## src/rtl/wave_capture.sv

```systemverilog
// Write-side controller for the wave sample buffer: decimates ADC samples into a circular
// record, detects a level-crossing trigger and freezes a pretrigger/posttrigger record.
//
//   state     | meaning
//   S_IDLE    | waiting to start (arm pulse in single mode)
//   S_PREFILL | filling the PRETRIG samples that precede any trigger
//   S_ARMED   | writing and watching for a trigger (or auto timeout)
//   S_POST    | writing the samples that follow the trigger
//   S_DONE    | record frozen until the reader reports frame_done
module wave_capture #(
    parameter int ADDR_W       = 10,
    parameter int DATA_W       = 9,
    parameter int DEPTH        = 1024,
    parameter int PRETRIG      = 256,
    parameter int AUTO_TIMEOUT = 2000
) (
    input  logic              clk,
    input  logic              rst,
    input  logic [DATA_W-1:0] sample_in,
    input  logic              sample_valid,
    input  logic [7:0]        decim,
    input  logic [DATA_W-1:0] trig_level,
    input  logic              trig_slope,
    input  logic [1:0]        mode,
    input  logic              arm,
    input  logic              frame_done,
    output logic [ADDR_W-1:0] wraddr,
    output logic [DATA_W-1:0] wrdata,
    output logic              we,
    output logic [ADDR_W-1:0] start_addr,
    output logic              capture_done,
    output logic              trig_real,
    output logic              busy
);

    typedef enum logic [2:0] {
        S_IDLE    = 3'd0,
        S_PREFILL = 3'd1,
        S_ARMED   = 3'd2,
        S_POST    = 3'd3,
        S_DONE    = 3'd4
    } state_t;

    localparam int POST_N = DEPTH - PRETRIG - 1;
    localparam logic [ADDR_W-1:0] PRE_LD   = ADDR_W'(PRETRIG);
    localparam logic [ADDR_W-1:0] POST_LD  = ADDR_W'(POST_N);
    localparam logic [ADDR_W-1:0] PH_ONE   = ADDR_W'(1);
    localparam logic [15:0]       AUTO_LD  = 16'(AUTO_TIMEOUT);
    localparam logic [1:0]        MODE_AUTO   = 2'b01;
    localparam logic [1:0]        MODE_SINGLE = 2'b10;

    state_t              state_q, state_d;
    logic [7:0]          dcnt_q, dcnt_d;
    logic [ADDR_W-1:0]   wp_q, wp_d;
    logic                we_q, we_d;
    logic [ADDR_W-1:0]   wraddr_q, wraddr_d;
    logic [DATA_W-1:0]   wrdata_q, wrdata_d;
    logic [DATA_W-1:0]   prev_q, prev_d;
    logic                prev_valid_q, prev_valid_d;
    logic [ADDR_W-1:0]   ph_cnt_q, ph_cnt_d;
    logic [15:0]         auto_cnt_q, auto_cnt_d;
    logic                trig_real_q, trig_real_d;
    logic [ADDR_W-1:0]   start_q, start_d;
    logic [1:0]          mode_q, mode_d;

    logic in_capture;
    logic accept;
    logic hit_rise;
    logic hit_fall;
    logic hit_real;
    logic auto_fire;
    logic trig_fire;
    logic pre_last;
    logic post_last;
    logic enter_prefill;
    logic enter_armed;
    logic idle_done_exit;

    always_comb begin
        in_capture = (state_q == S_PREFILL) || (state_q == S_ARMED) || (state_q == S_POST);
        accept     = in_capture && sample_valid && (dcnt_q >= decim);
        hit_rise   = prev_valid_q && (prev_q < trig_level) && (sample_in >= trig_level);
        hit_fall   = prev_valid_q && (prev_q > trig_level) && (sample_in <= trig_level);
        hit_real   = trig_slope ? hit_fall : hit_rise;
        auto_fire  = (mode_q == MODE_AUTO) && (auto_cnt_q == 16'd1);
        trig_fire  = accept && (state_q == S_ARMED) && (hit_real || auto_fire);
        pre_last   = accept && (state_q == S_PREFILL) && (ph_cnt_q == PH_ONE);
        post_last  = accept && (state_q == S_POST) && (ph_cnt_q == PH_ONE);
    end

    always_ff @(posedge clk) begin
        if (rst) begin
            state_q <= S_IDLE;
        end else begin
            state_q <= state_d;
        end
    end

    always_comb begin
        state_d = state_q;
        case (state_q)
            S_IDLE: begin
                if ((mode != MODE_SINGLE) || arm) begin
                    state_d = S_PREFILL;
                end
            end
            S_PREFILL: begin
                if (pre_last) begin
                    state_d = S_ARMED;
                end
            end
            S_ARMED: begin
                if (trig_fire) begin
                    state_d = (POST_N == 0) ? S_DONE : S_POST;
                end
            end
            S_POST: begin
                if (post_last) begin
                    state_d = S_DONE;
                end
            end
            S_DONE: begin
                if (frame_done) begin
                    state_d = (mode == MODE_SINGLE) ? S_IDLE : S_PREFILL;
                end
            end
            default: state_d = S_IDLE;
        endcase
    end

    always_comb begin
        enter_prefill  = (state_q != S_PREFILL) && (state_d == S_PREFILL);
        enter_armed    = (state_q != S_ARMED) && (state_d == S_ARMED);
        idle_done_exit = ((state_q == S_IDLE) || (state_q == S_DONE)) && (state_d != state_q);
        capture_done   = (state_q == S_DONE);
        busy           = in_capture;
        we             = we_q;
        wraddr         = wraddr_q;
        wrdata         = wrdata_q;
        start_addr     = start_q;
        trig_real      = trig_real_q;
    end

    always_comb begin
        dcnt_d       = dcnt_q;
        wp_d         = wp_q;
        we_d         = 1'b0;
        wraddr_d     = wraddr_q;
        wrdata_d     = wrdata_q;
        prev_d       = prev_q;
        prev_valid_d = prev_valid_q;
        ph_cnt_d     = ph_cnt_q;
        auto_cnt_d   = auto_cnt_q;
        trig_real_d  = trig_real_q;
        start_d      = start_q;
        mode_d       = mode_q;

        if (!in_capture) begin
            dcnt_d = 8'd0;
        end else if (sample_valid) begin
            dcnt_d = accept ? 8'd0 : dcnt_q + 8'd1;
        end

        // DEPTH is a power of two, so the natural wrap of wp is the circular wrap.
        if (accept) begin
            we_d         = 1'b1;
            wraddr_d     = wp_q;
            wrdata_d     = sample_in;
            wp_d         = wp_q + PH_ONE;
            prev_d       = sample_in;
            prev_valid_d = 1'b1;
            if (state_q != S_ARMED) begin
                ph_cnt_d = ph_cnt_q - PH_ONE;
            end else if (auto_cnt_q != 16'd0) begin
                auto_cnt_d = auto_cnt_q - 16'd1;
            end
        end

        if (trig_fire) begin
            trig_real_d = hit_real;
            start_d     = wp_q - PRE_LD;
            ph_cnt_d    = POST_LD;
        end

        if (enter_armed) begin
            auto_cnt_d = AUTO_LD;
        end

        if (enter_prefill) begin
            prev_valid_d = 1'b0;
            ph_cnt_d     = PRE_LD;
            trig_real_d  = 1'b0;
        end

        if (idle_done_exit) begin
            mode_d = mode;
        end
    end

    always_ff @(posedge clk) begin
        if (rst) begin
            dcnt_q       <= '0;
            wp_q         <= '0;
            we_q         <= 1'b0;
            wraddr_q     <= '0;
            wrdata_q     <= '0;
            prev_q       <= '0;
            prev_valid_q <= 1'b0;
            ph_cnt_q     <= '0;
            auto_cnt_q   <= '0;
            trig_real_q  <= 1'b0;
            start_q      <= '0;
            mode_q       <= '0;
        end else begin
            dcnt_q       <= dcnt_d;
            wp_q         <= wp_d;
            we_q         <= we_d;
            wraddr_q     <= wraddr_d;
            wrdata_q     <= wrdata_d;
            prev_q       <= prev_d;
            prev_valid_q <= prev_valid_d;
            ph_cnt_q     <= ph_cnt_d;
            auto_cnt_q   <= auto_cnt_d;
            trig_real_q  <= trig_real_d;
            start_q      <= start_d;
            mode_q       <= mode_d;
        end
    end

endmodule

```

## config.mk

```make
export PLATFORM = sky130hd
export DESIGN_NAME = wave_capture
export DESIGN_NICKNAME = d
export VERILOG_FILES = /design/src/rtl/wave_capture.sv
export SDC_FILE = /design/constraint.sdc
export NUM_CORES = 1
export LEC_CHECK = 0
export CORE_MARGIN = 1
export CORE_UTILIZATION = 35
export CTS_BUF_LIST = sky130_fd_sc_hd__clkbuf_4
export CTS_CLUSTER_DIAMETER = 120
export DETAILED_ROUTE_END_ITERATION = 8
export SLEW_MARGIN = 40
export SYNTH_ARGS = -nofsm -noshare
export SYNTH_HDL_FRONTEND = slang
export SYNTH_SLANG_ARGS = --single-unit
```

## constraint.sdc

```tcl
create_clock -name clk -period 3.3 [get_ports clk]
set_input_delay 0.495 -clock clk [delete_from_list [all_inputs] [get_ports clk]]
set_output_delay 0.495 -clock clk [all_outputs]
set_load 0.02 [all_outputs]
```

==> results of run 1 <==
==> logic make-up after synthesis <==
| family | count (synthesis) | synth area share |
|---|---|---|
| XOR/XNOR | 34 | 0.0718 |
| AO/OA/AOI/OAI | 89 | 0.132 |
| multiplexers | 13 | 0.0317 |
| buffers and inverters | 50 | 0.0471 |
| AND/OR/NAND/NOR | 198 | 0.229 |
| adder cells (fa/ha/maj) | 32 | 0.0966 |
| flip-flops | 81 | 0.391 |
==> power breakdown <==
part	internal [mW]	total, mW	switching, mW
Clock	0.239	0.609	0.370
Sequential	0.983	0.987	0.00435
Combinational	0.0672	0.135	0.0677
Total	1.29	1.73	0.442
==> layer usage <==
layer | global-route usage | vias up | routed length, um
li1 | - | 1844 | -
met1 | 0.210 | 1659 | 4550
met2 | 0.265 | 70 | 4350
met3 | 0.0503 | 6 | 485
met4 | 0.0427 | 0 | 106
met5 | 0 | - | 0
==> stage by stage <==
stage / setup slack, ns / power (mW)
after global routing: 0.379 / 1.82
after CTS: 0.646 / 1.76
after detailed placement: 0.166 / 1.14
after floorplan: 0.752 / 1.08
after global placement: 0.201 / 1.14
final: 0.597 / 1.73
==> sequential cells by signal, indices dropped and copies added, names as in the netlist <==
name          count
ph_cnt_q         10
prev_q            9
wraddr           10
trig_real         1
mode_q            2
we                1
wp_q             10
dcnt_q            8
auto_cnt_q       16
prev_valid_q      1
state_q           3
start_addr       10
==> cell type report <==
type	instances	area, um^2	area share
antenna	1	2.50	0.000486
clock buffer	9	67.6	0.0131
multi-input combinational	366	2330	0.453
inverter	30	113	0.0219
clock inverter	7	78.8	0.0153
sequential	81	1620	0.315
timing repair buffer	79	753	0.146
tap	143	179	0.0347
==> cells in the mapped netlist <==
cell,n,area [um^2]
a21oi_1,48,240
and4_1,1,8.76
a2111oi_4,1,27.5
nand3b_1,3,22.5
o21ai_0,10,50.1
or3_1,7,43.8
and3_1,4,25.0
nor2b_1,3,18.8
xor2_1,22,193
a22oi_1,3,22.5
or3_4,1,11.3
a31oi_1,2,12.5
nand4b_1,3,26.3
a21boi_0,1,7.51
nor4_1,1,6.26
nor3_1,10,50.1
a311oi_1,2,17.5
nand3_1,12,60.1
dfxtp_1,81,1620
buf_6,1,11.3
o311ai_0,1,8.76
nand2b_1,6,37.5
and2_1,3,18.8
ha_1,32,400
or4_1,2,15.0
nor3_4,1,16.3
o211ai_1,1,7.51
xnor2_1,12,105
and3b_1,2,17.5
a31o_2,1,8.76
nor2_1,58,218
nand4_1,15,93.8
mux2i_1,12,120
clkbuf_1,19,71.3
or2_2,2,12.5
nand2_1,62,233
nor2_2,1,6.26
a21boi_2,1,11.3
a21o_1,3,22.5
and4b_1,1,10.0
mux2_2,1,11.3
inv_1,30,113
o21bai_1,4,30.0
a211oi_1,11,82.6
==> worst max path at each step <==
stage	from	endpoint	slack, ns	depth (start not counted)
floorplan	decim[0]	auto_cnt_q[0]$_SDFFE_PP0P_	0.75	11
global placement	trig_level[4]	ph_cnt_q[5]$_SDFFE_PP0P_	0.20	12
detailed placement	trig_level[4]	ph_cnt_q[2]$_SDFFE_PP0P_	0.17	12
CTS	dcnt_q[0]$_SDFFE_PP0P_	start_addr[7]$_SDFFE_PP0P_	0.65	11
global route	dcnt_q[0]$_SDFFE_PP0P_	start_addr[7]$_SDFFE_PP0P_	0.38	11
finish	trig_level[6]	ph_cnt_q[2]$_SDFFE_PP0P_	0.60	12
==> layout by cell type (no fill, tap or decap), types with 3 or more instances in the layout <==
cell type,instances
mux2i_1,12
o21bai_1,4
or3_1,7
and2_1,3
o21ai_0,10
nor2_1,58
a21o_1,3
xnor2_1,12
a22oi_1,3
a211oi_1,10
and3_1,4
nand2b_1,6
nor3_1,10
nand3_1,12
clkdlybuf4s50_1,65
buf_4,13
nand2_1,62
nand3b_1,3
nand4_1,15
inv_1,30
a21oi_1,48
clkbuf_4,9
nand4b_1,3
ha_1,32
xor2_1,22
nor2b_1,3
dfxtp_1,81
==> qor.yml, run 1 <==
status: "finished, final reports clean"
wl_per_cell_um: 13.3
core-area_mm2: 0.0115
grt_pass1_wl_um: 16500
reg2reg_slack_ns: 0.65
finalInstanceArea_mm2: 0.00515
die_h_um: 111
cp.buffers_inverters: 3
port-buffer-count: 66
ir_worst_vdd_mv: 0.220
cp-start-kind: "primary input"
final_cells: 716
crit_arrival_ns: 3.05
ys_types: 44
holdPathEnd: "state_q[2]$_SDFF_PP0_"
path_cells: "clkdlybuf4s50_1 > inv_1 > ha_1 > a211oi_1 > o21bai_1 > a211oi_1 > nand2b_1 > a22oi_1 > buf_4 > a21oi_1 > a21oi_1 > a311oi_1"
finClkSkew_ns: 0.0170
syn_nets: 563
tns_ns: 0
cp.required_ns: 3.65
cts.sinks: 81
antenna_found_initial: 1
finalSetupViolCount: 0
grt_max_degree: 41
drt-pass1-iter-count: 4
reg2reg_to: "start_addr[9]$_SDFFE_PP0P_"
maxCapViolCount: 0
hpwlAfterDp_um: 7110
overflow: 0
dieArea_mm2: 0.0123
die_w_um: 111
slew-limit-headroom: 0.563
min_period_ns: 2.70
cts_hold_buf: 0
clockBufferDepth: 2
drt_iter0_drc: 173
cts_repair_resize_count: 0
numCtsBuffers: 9
critPathCaptureType: "register"
maxSlewViolCount: 0
hold_violations: 0
cts_root_buf: "clkbuf_4"
power_density_mw_per_mm2: 336
drive_gt1_frac: 0.0682
routed_via_density: 5.00
synth_seq_cells: 81
crit_family: "compound AO/OA/AOI/OAI gates"
finish.utilization: 0.449
cpPeakStageDelay_ns: 0.45
tightest_slew_ns: 0.649
fin_hold_ws_ns: 0.435
initial_utilization: 0.362
ys_seq_area_frac: 0.391
yosys_warnings: 0
nNetsFinal: 633
netlist_instances: 497
dpl.cell_count: 699
max_freq_ghz: 0.370
antenna_left: 0
routed_wl_um: 9490
area_growth_pct: 24.2
min_path_cells: 2
dpl-instance-area_mm2: 0.00500
path_class: "primary input to register"
worstPathMaxFanout: 8
r2r_cells: 11
h-tree-depth: 3
postCtsSetupBuffers: 0
rsz0062_at_grt: "false"
clkTransAtPathRegs_ns: 0.14
grt_usage: 0.164
vias: 3579
drc: 0
clk_latency_ns: 0.44
gp_congestion: 0.880
synth_area_mm2: 0.00415
holdCritStartpoint: "rst"
nFillCells: 1144
power_leakage_nw: 1.97
syn_avg_cell_area_um2: 8.34
r2r-start: "dcnt_q[0]$_SDFFE_PP0P_"
num_rows: 39
cp_slowest_cell: "clkdlybuf4s50_1"
ios: 67
cts_tree: "yes"
grt_pass1_vias: 3509
worst_hold_path_type: "primary input to register"
fin_crit_sh: 0.819
No activity file was read; power rests on OpenSTA's default activity.
==> run 2: changes to the inputs <==
==> constraint.sdc (replaced) <==
create_clock -name clk -period 2.4 [get_ports clk]
set_input_delay 0.36 -clock clk [delete_from_list [all_inputs] [get_ports clk]]
set_output_delay 0.36 -clock clk [all_outputs]
set_load 0.02 [all_outputs]
==> run 2 against run 1 <==
Against the previous run:
- non-clock buffer count up 27
- design area up 8.0%
- die area unchanged
- clock-buffer cell count unchanged
- wire length up 3.0%
- combinational power up 55%
- via count up 2.8%
- sequential power up 38%
- critical path depth down 5
- largest cell class unchanged
==> qor.yml, run 2 (synthesis gave the netlist of run 1 again) <==
max_freq_ghz: 0.423
final_cell_mix: "79 x dfxtp_1, 65 x clkdlybuf4s50_1, 61 x nand2_1"
use_met3: 0.0344  # -0.0159
finClkSkew_ns: 0.0293  # +0.0124 ns
slew-limit-headroom: 0.676  # +0.114
grtUsageMet2: 0.276  # +0.0112
top_register: "auto_cnt_q"
multi_input_area_mm2: 0.00248  # +6.2%
fin_crit_sh: 0.986
die_h_um: 111  # unchanged
tightest_slew_ns: 0.484  # -0.165 ns
cts_root_buf: "clkbuf_4"
drt-pass1-iter-count: 5  # +1
grt_pass1_vias: 3574  # +1.9%
wl_per_cell_um: 13.2  # -0.59%
h-tree-depth: 3  # unchanged
numCtsBuffers: 9  # unchanged
num_antenna_cells: 0  # -1
power_leakage_nw: 2.14  # +8.5%
gp_congestion: 0.816  # -7.3%
path_class: "register to register"
clkTransAtPathRegs_ns: 0.14  # about the same
status: "finished, final reports clean"
finalSetupViolCount: 0  # unchanged
tns_ns: 0  # unchanged
worst_hold_path_type: "primary input to register"
cts_hold_buf: 0  # unchanged
worstPathMaxFanout: 5  # -3
clockBufferDepth: 2  # unchanged
grt.busiest_layer: "met2"
routed_wl_um: 9780  # +3.0%
power_density_mw_per_mm2: 419  # +25%
maxCapViolCount: 0  # unchanged
ios: 67  # unchanged
cts.sinks: 81  # unchanged
hold_violations: 0  # unchanged
die_w_um: 111  # unchanged
cp.buffers_inverters: 1  # -2
hpwlAfterDp_um: 7080  # -0.47%
crit_family: "simple AND/OR/NAND/NOR gates"
nFillCells: 1098  # -4.0%
num_rows: 39  # unchanged
area_growth_pct: 34.1
crit_start: "auto_cnt_q[12]$_SDFFE_PP0P_"
cpPeakStageDelay_ns: 0.53  # +0.08 ns
crit_arrival_ns: 2.69  # -0.36 ns
drc: 0  # unchanged
antenna_left: 0  # unchanged
routed_via_density: 4.96  # -0.78%
clk_latency_ns: 0.44  # about the same
core-area_mm2: 0.0115  # unchanged
initial_utilization: 0.362  # unchanged
worst_slack_ns: 0.0335  # -0.564 ns
seq_area_mm2: 0.00162  # +0.15%
cp_slowest_cell: "or4_4"
grt_use_met1: 0.191  # -0.0196
grt_max_degree: 45  # +9.8%
grt_pass1_wl_um: 16000  # -3.1%
cp.required_ns: 2.72  # -0.93 ns
overflow: 0  # unchanged
rsz0062_at_grt: "true"
min_period_ns: 2.37
drive_gt1_frac: 0.157  # +0.0887
nNetsFinal: 660  # +4.3%
holdCritStartpoint: "rst"
antenna_found_initial: 0  # -1
drt_iter0_drc: 159  # -8.1%
vias: 3680  # +2.8%
largest_reg_flops: 16  # unchanged
dieArea_mm2: 0.0123  # unchanged
r2r-start: "auto_cnt_q[12]$_SDFFE_PP0P_"
path_cells: "or4_4 > or3_4 > or3_4 > a21boi_4 > clkbuf_16 > mux2i_1 > nor2_1"
cp-start-kind: "register"
pre_cts_slack_ns: -0.530  # -0.696 ns
maxSlewViolCount: 0  # unchanged
cpMostUsedCell: "or3_4"
port-buffer-count: 66  # unchanged
cts_tree: "yes"
grt_usage: 0.157  # -0.00668
critPathCaptureType: "register"
final_common_cell: "dfxtp_1"
ir_worst_vdd_mv: 0.240  # +8.9%
-- run 2: changes by cell type in the layout (fill, tap and decap cells not counted), sizes merged --
cell	before	now
bufinv	1	0
buf	14	40
clkinvlp	1	0
inv	32	34
clkbuf	9	10
diode	1	0
-- run 2: what timing repair did --
action	CTS	global route
setup buffers	2	0
resized for setup	7	35
pin swaps	3	22
setup endpoints to repair	26	43
cloned	1	1
-- run 2: per-layer routing --
| layer | vias up | part of all wire | routed length, um |
|---|---|---|---|
| li1 | 1906 | - | - |
| met1 | 1720 | 0.46 | 4490 |
| met2 | 47 | 0.50 | 4940 |
| met3 | 7 | 0.027 | 261 |
| met4 | 0 | 0.0096 | 94 |
| met5 | - | 0 | 0 |
-- run 2: power breakdown --
group / switching [mW] / internal (mW)
Clock: 0.530 / 0.232
Combinational: 0.0991 / 0.110
Sequential: 0.00636 / 1.35
Total: 0.636 / 1.69
-- run 2: path summary, 6_finish.rpt --
check | to | slack, ns | cells after the start
worst min-delay path | auto_cnt_q[8]$_SDFFE_PP0P_ | 0.25 | 2
worst min register to register | wraddr[0]$_SDFFE_PP0N_ | 0.47 | 2
worst max register to register | start_addr[0]$_SDFFE_PP0P_ | 0.03 | 7
worst max-delay path | start_addr[0]$_SDFFE_PP0P_ | 0.03 | 7
-- run 2: area by class of cell --
class                           count  area share
Clock inverter                      7      0.0106
Clock buffer                        9      0.0122
Sequential cell                    81       0.292
Multi-Input combinational cell    366       0.446
Inverter                           30      0.0203
Tap cell                          143      0.0322
Timing Repair Buffer              106       0.187
-- run 2: stage by stage --
stage	util	total power, mW	hold WS, ns	instances	instance area, um^2
finish	0.485	2.33	0.249	742	5560
global route	0.485	2.45	0.207	742	5560
CTS	0.470	2.35	0.223	741	5390
detailed placement	0.455	1.59	0.450	722	5220
global placement	0.455	1.58	0.446	722	5220
floorplan	-	1.48	0.450	497	4150
